$ cat config.mk
export PLATFORM = sky130hd
export DESIGN_NAME = mem_arbiter
export DESIGN_NICKNAME = d
export VERILOG_FILES = /design/src/rtl/mem_arb_pkg.sv /design/src/rtl/mem_arb_pick.sv /design/src/rtl/mem_arbiter.sv
export SDC_FILE = /design/constraint.sdc
export NUM_CORES = 1
export LEC_CHECK = 0
export BUFFER_PORTS_ARGS = -buffer_cell sky130_fd_sc_hd__buf_2
export CAP_MARGIN = 25
export CORE_AREA = 10 10 527 529
export DETAILED_ROUTE_END_ITERATION = 8
export DIE_AREA = 0 0 537 539
export PLACE_DENSITY = 0.3
export SLEW_MARGIN = 20
export SYNTH_ARGS = -nofsm -noshare
export SYNTH_HDL_FRONTEND = slang
export SYNTH_HIERARCHICAL = 1
export SYNTH_SLANG_ARGS = --single-unit
$ cat constraint.sdc
create_clock -name clk_i -period 3.7 [get_ports clk_i]
set_clock_uncertainty 0.1 [all_clocks]
set_input_delay 0.555 -clock clk_i [delete_from_list [all_inputs] [get_ports clk_i]]
set_output_delay 0.555 -clock clk_i [all_outputs]
set_load 0.05 [all_outputs]
$ cat src/rtl/mem_arb_pkg.sv
// Shared types and constants for the two-port line-wide memory arbiter.
// The optional round-robin mode is enabled with the MEM_ARB_RR_EN macro.
package mem_arb_pkg;

   localparam int ADDR_W_DEF = 32;
   localparam int LINE_W_DEF = 256;

   typedef enum logic [1:0] {
      IDLE    = 2'b00,
      BUSY_I  = 2'b01,
      BUSY_D  = 2'b10,
      RELEASE = 2'b11
   } state_e;

   localparam logic [1:0] GNT_NONE = 2'b00;
   localparam logic [1:0] GNT_I    = 2'b01;
   localparam logic [1:0] GNT_D    = 2'b10;

endpackage

$ cat src/rtl/mem_arb_pick.sv
// Combinational winner select between the icache and dcache requests.
// MEM_ARB_RR_EN selects round-robin on collisions; otherwise dcache has fixed priority.
module mem_arb_pick
   import mem_arb_pkg::*;
(
   input  logic       i_req_i,
   input  logic       d_req_i,
`ifdef MEM_ARB_RR_EN
   input  logic       last_d_i,
`endif
   output logic [1:0] grant_o
);

   always_comb begin
      grant_o = GNT_NONE;
      if (i_req_i && d_req_i) begin
`ifdef MEM_ARB_RR_EN
         // On a collision, hand the port to whoever was not served last.
         grant_o = last_d_i ? GNT_I : GNT_D;
`else
         // MEM-stage stalls are resolved first; icache may starve.
         grant_o = GNT_D;
`endif
      end else if (d_req_i) begin
         grant_o = GNT_D;
      end else if (i_req_i) begin
         grant_o = GNT_I;
      end
   end

endmodule

$ cat src/rtl/mem_arbiter.sv
// Serialises icache refills and dcache refills/write-backs onto one Data_Memory port.
// Optional round-robin arbitration via MEM_ARB_RR_EN (default: dcache fixed priority).
module mem_arbiter
   import mem_arb_pkg::*;
#(
   parameter int ADDR_W = ADDR_W_DEF,
   parameter int LINE_W = LINE_W_DEF
) (
   input  logic              clk_i,
   input  logic              rst_i,
   input  logic              i_enable_i,
   input  logic [ADDR_W-1:0] i_addr_i,
   output logic              i_ack_o,
   output logic [LINE_W-1:0] i_data_o,
   input  logic              d_enable_i,
   input  logic              d_write_i,
   input  logic [ADDR_W-1:0] d_addr_i,
   input  logic [LINE_W-1:0] d_data_i,
   output logic              d_ack_o,
   output logic [LINE_W-1:0] d_data_o,
   output logic              mem_enable_o,
   output logic              mem_write_o,
   output logic [ADDR_W-1:0] mem_addr_o,
   output logic [LINE_W-1:0] mem_data_o,
   input  logic              mem_ack_i,
   input  logic [LINE_W-1:0] mem_data_i,
   output logic [1:0]        grant_o,
   output logic              proto_err_o
);

   state_e            state_q, state_d;
   logic [ADDR_W-1:0] addr_q, addr_d;
   logic [LINE_W-1:0] data_q, data_d;
   logic              write_q, write_d;
   logic              proto_err_q, proto_err_d;
   logic [1:0]        pick_gnt;

`ifdef MEM_ARB_RR_EN
   logic              last_d_q, last_d_d;
`endif

   mem_arb_pick u_pick (
      .i_req_i  (i_enable_i),
      .d_req_i  (d_enable_i),
`ifdef MEM_ARB_RR_EN
      .last_d_i (last_d_q),
`endif
      .grant_o  (pick_gnt)
   );

   always_ff @(posedge clk_i) begin
      if (rst_i) begin
         state_q     <= IDLE;
         addr_q      <= '0;
         data_q      <= '0;
         write_q     <= 1'b0;
         proto_err_q <= 1'b0;
`ifdef MEM_ARB_RR_EN
         last_d_q    <= 1'b0;
`endif
      end else begin
         state_q     <= state_d;
         addr_q      <= addr_d;
         data_q      <= data_d;
         write_q     <= write_d;
         proto_err_q <= proto_err_d;
`ifdef MEM_ARB_RR_EN
         last_d_q    <= last_d_d;
`endif
      end
   end

   // Next state and transaction latches; requests are only sampled in IDLE.
   always_comb begin
      state_d = state_q;
      addr_d  = addr_q;
      data_d  = data_q;
      write_d = write_q;
`ifdef MEM_ARB_RR_EN
      last_d_d = last_d_q;
`endif
      case (state_q)
         IDLE: begin
            if (pick_gnt == GNT_I) begin
               state_d = BUSY_I;
               addr_d  = i_addr_i;
               data_d  = '0;
               write_d = 1'b0;
`ifdef MEM_ARB_RR_EN
               last_d_d = 1'b0;
`endif
            end else if (pick_gnt == GNT_D) begin
               state_d = BUSY_D;
               addr_d  = d_addr_i;
               data_d  = d_data_i;
               write_d = d_write_i;
`ifdef MEM_ARB_RR_EN
               last_d_d = 1'b1;
`endif
            end
         end
         BUSY_I, BUSY_D: begin
            if (mem_ack_i) begin
               state_d = RELEASE;
            end
         end
         RELEASE: state_d = IDLE;
         default: state_d = IDLE;
      endcase
   end

   // An ack with no transaction in flight is a memory-side protocol fault.
   assign proto_err_d = proto_err_q |
                        (mem_ack_i & ((state_q == IDLE) | (state_q == RELEASE)));

   always_comb begin
      mem_enable_o = 1'b0;
      grant_o      = GNT_NONE;
      i_ack_o      = 1'b0;
      d_ack_o      = 1'b0;
      case (state_q)
         BUSY_I: begin
            mem_enable_o = 1'b1;
            grant_o      = GNT_I;
            i_ack_o      = mem_ack_i;
         end
         BUSY_D: begin
            mem_enable_o = 1'b1;
            grant_o      = GNT_D;
            d_ack_o      = mem_ack_i;
         end
         default: ;
      endcase
   end

   assign mem_write_o = write_q;
   assign mem_addr_o  = addr_q;
   assign mem_data_o  = data_q;
   assign proto_err_o = proto_err_q;

   // Read data fans out to both requesters; only the owner's ack qualifies it.
   assign i_data_o = mem_data_i;
   assign d_data_o = mem_data_i;

endmodule

==> results of run 1 <==
-- power by group --
group          internal (uW)  switching, uW  leakage [uW]
clock network           2520           1860      0.000706
logic                   1350           5000       0.00430
registers               3750            378       0.00239
total                   7620           7240       0.00740
-- per-layer routing --
layer  track usage, %  up-vias  share of wire, %
met4             4.06       10               5.1
li1                 -     5673                 -
met1             8.44     6109                32
met2             13.4      933                41
met5                0        -             0.051
met3             8.94      404                22
-- state kept, by name (all words and copies together), names as in the netlist --
name / cells
mem_data_o: 256
mem_addr_o: 32
state_q: 2
mem_write_o: 1
proto_err_o: 1
-- layout make-up --
| type | count | area (sq um) |
|---|---|---|
| timing repair buffer | 659 | 3670 |
| sequential | 292 | 5850 |
| clock inverter | 16 | 181 |
| multi-input combinational | 890 | 5090 |
| fill | 31400 | 246000 |
| clock buffer | 65 | 1260 |
| inverter | 4 | 15.0 |
| tap | 3552 | 4440 |
| antenna | 5 | 12.5 |
-- path summary, 6_finish.rpt --
kind                  start         endpoint  slack (ns)  depth (start not counted)
max              state_q[0]     mem_enable_o        1.10                          3
min           d_data_i[102]  mem_data_o[102]        0.08                          3
min reg2reg  mem_data_o[28]   mem_data_o[28]        0.35                          2
max reg2reg      state_q[0]  mem_data_o[241]        1.37                          7
-- tightest hold or removal path: stages --
cell	delay [ns]
buf_2	0.10
nand3b_1	0.07
a21oi_1	0.06
-- stage by stage --
stage	hold WS [ns]	instances	power [uW]	util, %
after floorplan	0.423	1828	9600	-
after global placement	0.337	5388	10800	7.11
after detailed placement	0.342	5388	10800	7.11
after CTS	0.000534	5478	15400	7.68
after global routing	0.0299	5480	15800	7.68
final	0.0826	5483	14900	7.69
-- cells in the final DEF (no fill, tap or decap), types with 2 or more instances in the layout --
cell type / netlist / final
mux2i_1: 33 / 33
ha_1: 8 / 7
clkbuf_1: 60 / 13
diode_2: 0 / 5
inv_6: 0 / 3
a311oi_1: 2 / 2
nand2_1: 258 / 258
clkinv_4: 0 / 3
inv_1: 4 / 4
buf_2: 33 / 619
clkinv_2: 0 / 5
and2_1: 2 / 2
nand3b_1: 257 / 257
buf_12: 0 / 19
a211oi_1: 31 / 31
bufinv_16: 0 / 2
a21oi_1: 260 / 260
buf_4: 535 / 11
clkbuf_16: 0 / 44
nor2_1: 33 / 33
dlygate4sd3_1: 0 / 9
dfxtp_1: 292 / 292
clkbuf_8: 0 / 8
-- logic make-up after synthesis --
family,Yosys count
AOI/OAI and AO/OA,294
adders and majority gates,8
buffers and inverters,646
DFF,292
muxes,34
and+or+nand+nor,554
-- repair_timing --
item	CTS	global route
hold buffers	9	0
endpoints found under the setup margin	0	0
gates resized for setup	0	0
setup buffers	0	0
hold endpoints to repair	9	0
==> impl_metrics.csv, run 1 <==
group,metric,value,unit
floorplanning,initial_utilization,5.80,%
yosys,avgSynthCellArea,8.47,sq um
timing,period_needed,2.60,ns
clock_network,clk_pin_slew_worst_paths,0.06,ns
place,gp_congestion,0.763,
timing,setup_viol,0,
setup_path,critPathKind,"reg2out",
cells_and_area,finish.net_count,2481,
routing,wire_per_inst,25.4,um
timing,fmax,385,MHz
setup_path,crit_slowest_cell,"dfxtp_1",
setup_path,crit_fanout,4,
yosys,synthFlopType,"dfxtp_1",
place,port-buffer-count,620,
hold_path,hold_class,"in2reg",
floorplanning,fp.dieH,539,um
clock_network,htreeDepth,2,
clock_network,clk_latency,0.66,ns
yosys,yosysWarnings,6,
setup_path,crit_chain,"inv_1 -> ha_1 -> buf_2",
floorplanning,ios,1389,
yosys,synth_common_cells,"buf_4, dfxtp_1, a21oi_1",
timing,tightest_slew,0.944,ns
yosys,synth_top_cell_area_share,37.8,%
routing,num_vias,13100,
yosys,synth.area.top_cells,"dfxtp_1, buf_4, nand3b_1",
routing,ant_nets,0,
setup_path,cp.arrival,1.94,ns
cells_and_area,final_area,0.0205,sq mm
yosys,synth.area.mux_share,2.21,%
yosys,synth_compound_area_share,10.1,%
global_routing,grt_pass1_wl,170000,um
job,max_cap_violations,0,
yosys,synth_fp_nets,2418,
timing,fin_ws,1.10,ns
yosys,synthSimpleGateAreaFrac,19.8,%
yosys,synth.distinct_cells,21,
yosys,synth_adder_area_share,0.646,%
yosys,synthArstFlopShare,0,%
yosys,synth_area,0.0155,sq mm
clock_network,root_buffer,"clkbuf_16",
routing,avgViaCountPerCell,2.39,
yosys,synth_top_family_by_area,"buffers and inverters",
timing,finalSetupTns,0,ns
yosys,syn-instance-count,1828,
power_and_ir_drop,vdd_ir_drop_max,317,uV
floorplanning,die_area,0.289,sq mm
yosys,synth_xor_area_share,0,%
yosys,yosys.area.top_type,"dfxtp_1",
place,pre_cts_slack,0.738,ns
floorplanning,fp.coreArea,0.267,sq mm
setup_path,end_kind,"output port",
setup_path,slowest_delay,0.39,ns
cells_and_area,drive_above_1_share,37.5,%
clock_network,cts_buffers,44,
place,dp_hpwl,120000,um
clock_network,cts_tree,"done",
global_routing,antenna_found_initial,52,
global_routing,grt_max_degree,82,
timing,hold_viol,0,
power_and_ir_drop,leakage,0.00740,uW
global_routing,grt_pass1_vias,13600,
yosys,ys_seq_elements,292,
timing,period_share,70.1,%
setup_path,path_delay_family,"buffers and inverters",
timing,grt_setup_unrepaired,"no",
floorplanning,die_x,537,um
global_routing,grtUsageTotal,9.11,%
setup_path,crit_buf_inv,2,
run_status,status,"completed",
yosys,synth-edff-count,0,
power_and_ir_drop,power-per-cell-area,724,mW/mm^2
setup_path,crit_required,3.04,ns
routing,drtIter0Drc,670,
floorplanning,placementRows,190,
yosys,yosysMostFrequentCell,"buf_4",
clock_network,clock_sinks,292,
clock_network,cts_buffer_depth,3,
timing,slew_violations,0,
place,placed_area,0.0190,sq mm
routing,drcViolationCount,0,
setup_path,setup.worst_path.start_class,"register",
timing,slew_headroom,37.0,%
yosys,ys_seq_area_share,37.8,%
global_routing,overflow,0,
routing,wl,139000,um
routing,dr.pass1.iters,5,
cells_and_area,syn_to_final_growth,32.5,%
Note: power is estimated with default switching activity, not from simulation.
==> run 2, diff against run 1 <==
--- a/config.mk
+++ b/config.mk
@@ -7,9 +7,9 @@
 export LEC_CHECK = 0
 export BUFFER_PORTS_ARGS = -buffer_cell sky130_fd_sc_hd__buf_2
 export CAP_MARGIN = 25
-export CORE_AREA = 10 10 527 529
+export CORE_AREA = 10 10 531 533
 export DETAILED_ROUTE_END_ITERATION = 8
-export DIE_AREA = 0 0 537 539
+export DIE_AREA = 0 0 541 543
 export PLACE_DENSITY = 0.3
 export SLEW_MARGIN = 20
 export SYNTH_ARGS = -nofsm -noshare
==> constraint.sdc (replaced) <==
create_clock -name clk_i -period 2.5 [get_ports clk_i]
set_clock_uncertainty 0.1 [all_clocks]
set_input_delay 0.375 -clock clk_i [delete_from_list [all_inputs] [get_ports clk_i]]
set_output_delay 0.375 -clock clk_i [all_outputs]
set_load 0.05 [all_outputs]
==> run 2 against run 1 <==
Sequential power up 46%. Combinational power up 57%. Non-clock buffer count up 337. Highest routed layer unchanged. Utilization up 1.2 points. Critical path depth up 4. Sequential cell count unchanged. Wire length down 0.63%. Via count up 9.7%.
==> impl_metrics.csv, run 2 (synthesis results as in run 1) <==
group,metric,value,unit
clock_network,root_buffer,"clkbuf_16",
timing,grt_setup_unrepaired,"no",
setup_path,cp-startpoint,"state_q[0]",
routing,wl_met1,43300,um
cells_and_area,drive_above_1_share,33.4,%
floorplanning,placementRows,191,
place,port-buffer-count,620,
run_status,status,"completed",
cells_and_area,largest_reg_flops,256,
setup_path,setup.worst_path.start_class,"register",
setup_path,crit_required,3.00,ns
hold_path,worstHoldStart,"d_addr_i[27]",
hold_path,timing.hold.worst_endpoint,"mem_addr_o[27]",
setup_path,critPathKind,"reg2reg",
global_routing,grt_max_degree,77,
hold_path,hold_class,"in2reg",
routing,num_vias,14400,
routing,top_layer,"met5",
floorplanning,die_area,0.294,sq mm
setup_path,rr_worst_depth,7,
routing,drtIter0Drc,758,
routing,drcViolationCount,0,
cells_and_area,finish.net_count,2819,
job,max_cap_violations,0,
timing,slew_violations,0,
floorplanning,ios,1389,
timing,fmax,423,MHz
floorplanning,fp.coreArea,0.271,sq mm
cells_and_area,layout_common_cells,"buf_2, dlygate4sd3_1, dfxtp_1",
cells_and_area,final_area,0.0239,sq mm
power_and_ir_drop,vdd_ir_drop_max,466,uV
setup_path,worstReg2RegStart,"state_q[0]",
timing,setup_viol,0,
setup_path,cp.arrival,2.86,ns
power_and_ir_drop,power-per-cell-area,939,mW/mm^2
clock_network,cts_buffers,45,
routing,routed-wl-met3,27100,um
hold_path,whs_path_depth,4,
timing,timing.hold.ws,0.0793,ns
timing,tightest_slew,0.645,ns
place,pre_cts_slack,0.0414,ns
place,dp_hpwl,119000,um
clock_network,cts_tree,"done",
floorplanning,fp.dieH,543,um
routing,wire_per_inst,23.7,um
timing,period_needed,2.37,ns
clock_network,clk_latency,0.65,ns
timing,finalSetupTns,0,ns
place,placed_area,0.0192,sq mm
setup_path,r2r-end,"mem_data_o[240]",
place,gp_congestion,0.743,
floorplanning,die_x,541,um
cells_and_area,syn_to_final_growth,54.4,%
setup_path,reg2reg_slack,0.13,ns
setup_path,crit_fanout,69,
global_routing,grtUsageTotal,8.92,%
clock_network,htreeDepth,2,
clock_network,cts_buffer_depth,3,
power_and_ir_drop,leakage,0.00886,uW
global_routing,grt_pass1_vias,15200,
timing,fin_ws,0.135,ns
clock_network,clock_sinks,292,
global_routing,antenna_found_initial,85,
timing,hold_viol,0,
routing,dr.pass1.iters,7,
routing,wl,138000,um
timing,period_share,94.6,%
global_routing,grt_pass1_wl,171000,um
timing,slew_headroom,57.0,%
clock_network,clk_pin_slew_worst_paths,0.06,ns
routing,ant_nets,0,
setup_path,end_kind,"register",
routing,avgViaCountPerCell,2.46,
routing,wl_met2,59800,um
floorplanning,initial_utilization,5.72,%
cells_and_area,final_common_cell,"buf_2",
global_routing,overflow,0,
run 2: changes by cell type in the layout (fill, tap and decap cells not counted), moves of 7 or more:
cell           change
buf_4             +25
clkinv_2           +7
diode_2            +9
clkbuf_1           -8
dlygate4sd3_1    +312
run 2: where the power goes:
group | total (uW) | internal (uW) | switching, uW
combinational | 9970 | 2570 | 7390
sequential | 6050 | 5550 | 503
clock | 6410 | 3660 | 2750
total | 22400 | 11800 | 10600
run 2: worst max-delay path: stages (launching register included):
cell           delay (ns)
dfxtp_1              0.34
inv_1                0.14
ha_1                 0.26
nor2b_4              0.26
buf_12               0.31
nand3b_1             0.14
a21oi_1              0.17
dlygate4sd3_1        0.57
run 2: metrics by stage:
stage                     cells  util [%]  total power (uW)
after global placement     5430      7.09             15900
after global routing       5840      8.83             23900
final                      5848      8.84             22400
after detailed placement   5430      7.09             15900
after CTS                  5833      8.82             23200
after floorplan            1828         -             14200
run 2: routing by layer:
| metal | vias up | track usage [%] |
|---|---|---|
| li1 | 6336 | - |
| met1 | 6529 | 8.02 |
| met2 | 1068 | 13.8 |
| met3 | 470 | 7.98 |
| met4 | 2 | 4.42 |
| met5 | - | 0 |
run 2: how the worst max path moves through the flow:
stage	endpoint	slack, ns	cells past startpoint
final	mem_data_o[240]	0.13	7
after global routing	mem_data_o[53]	0.002	8
after CTS	mem_data_o[53]	0.06	8
after detailed placement	mem_data_o[179]	0.04	8
after global placement	mem_data_o[179]	0.07	8
after floorplan	state_q[1]	0.68	5
run 2: timing repair:
action	in CTS	in global routing
hold buffers	321	0
setup buffers	0	1
resized for setup	1	1
hold endpoints to repair	289	0
setup endpoints to repair	1	2
run 2: final cells by class:
class | count | area [sq um]
tap | 3570 | 4470
fill | 31800 | 247000
inverter | 4 | 15.0
antenna | 14 | 35.0
clock buffer | 61 | 1310
multi-input combinational | 890 | 5090
sequential | 292 | 5850
timing repair buffer | 996 | 7000
clock inverter | 21 | 143
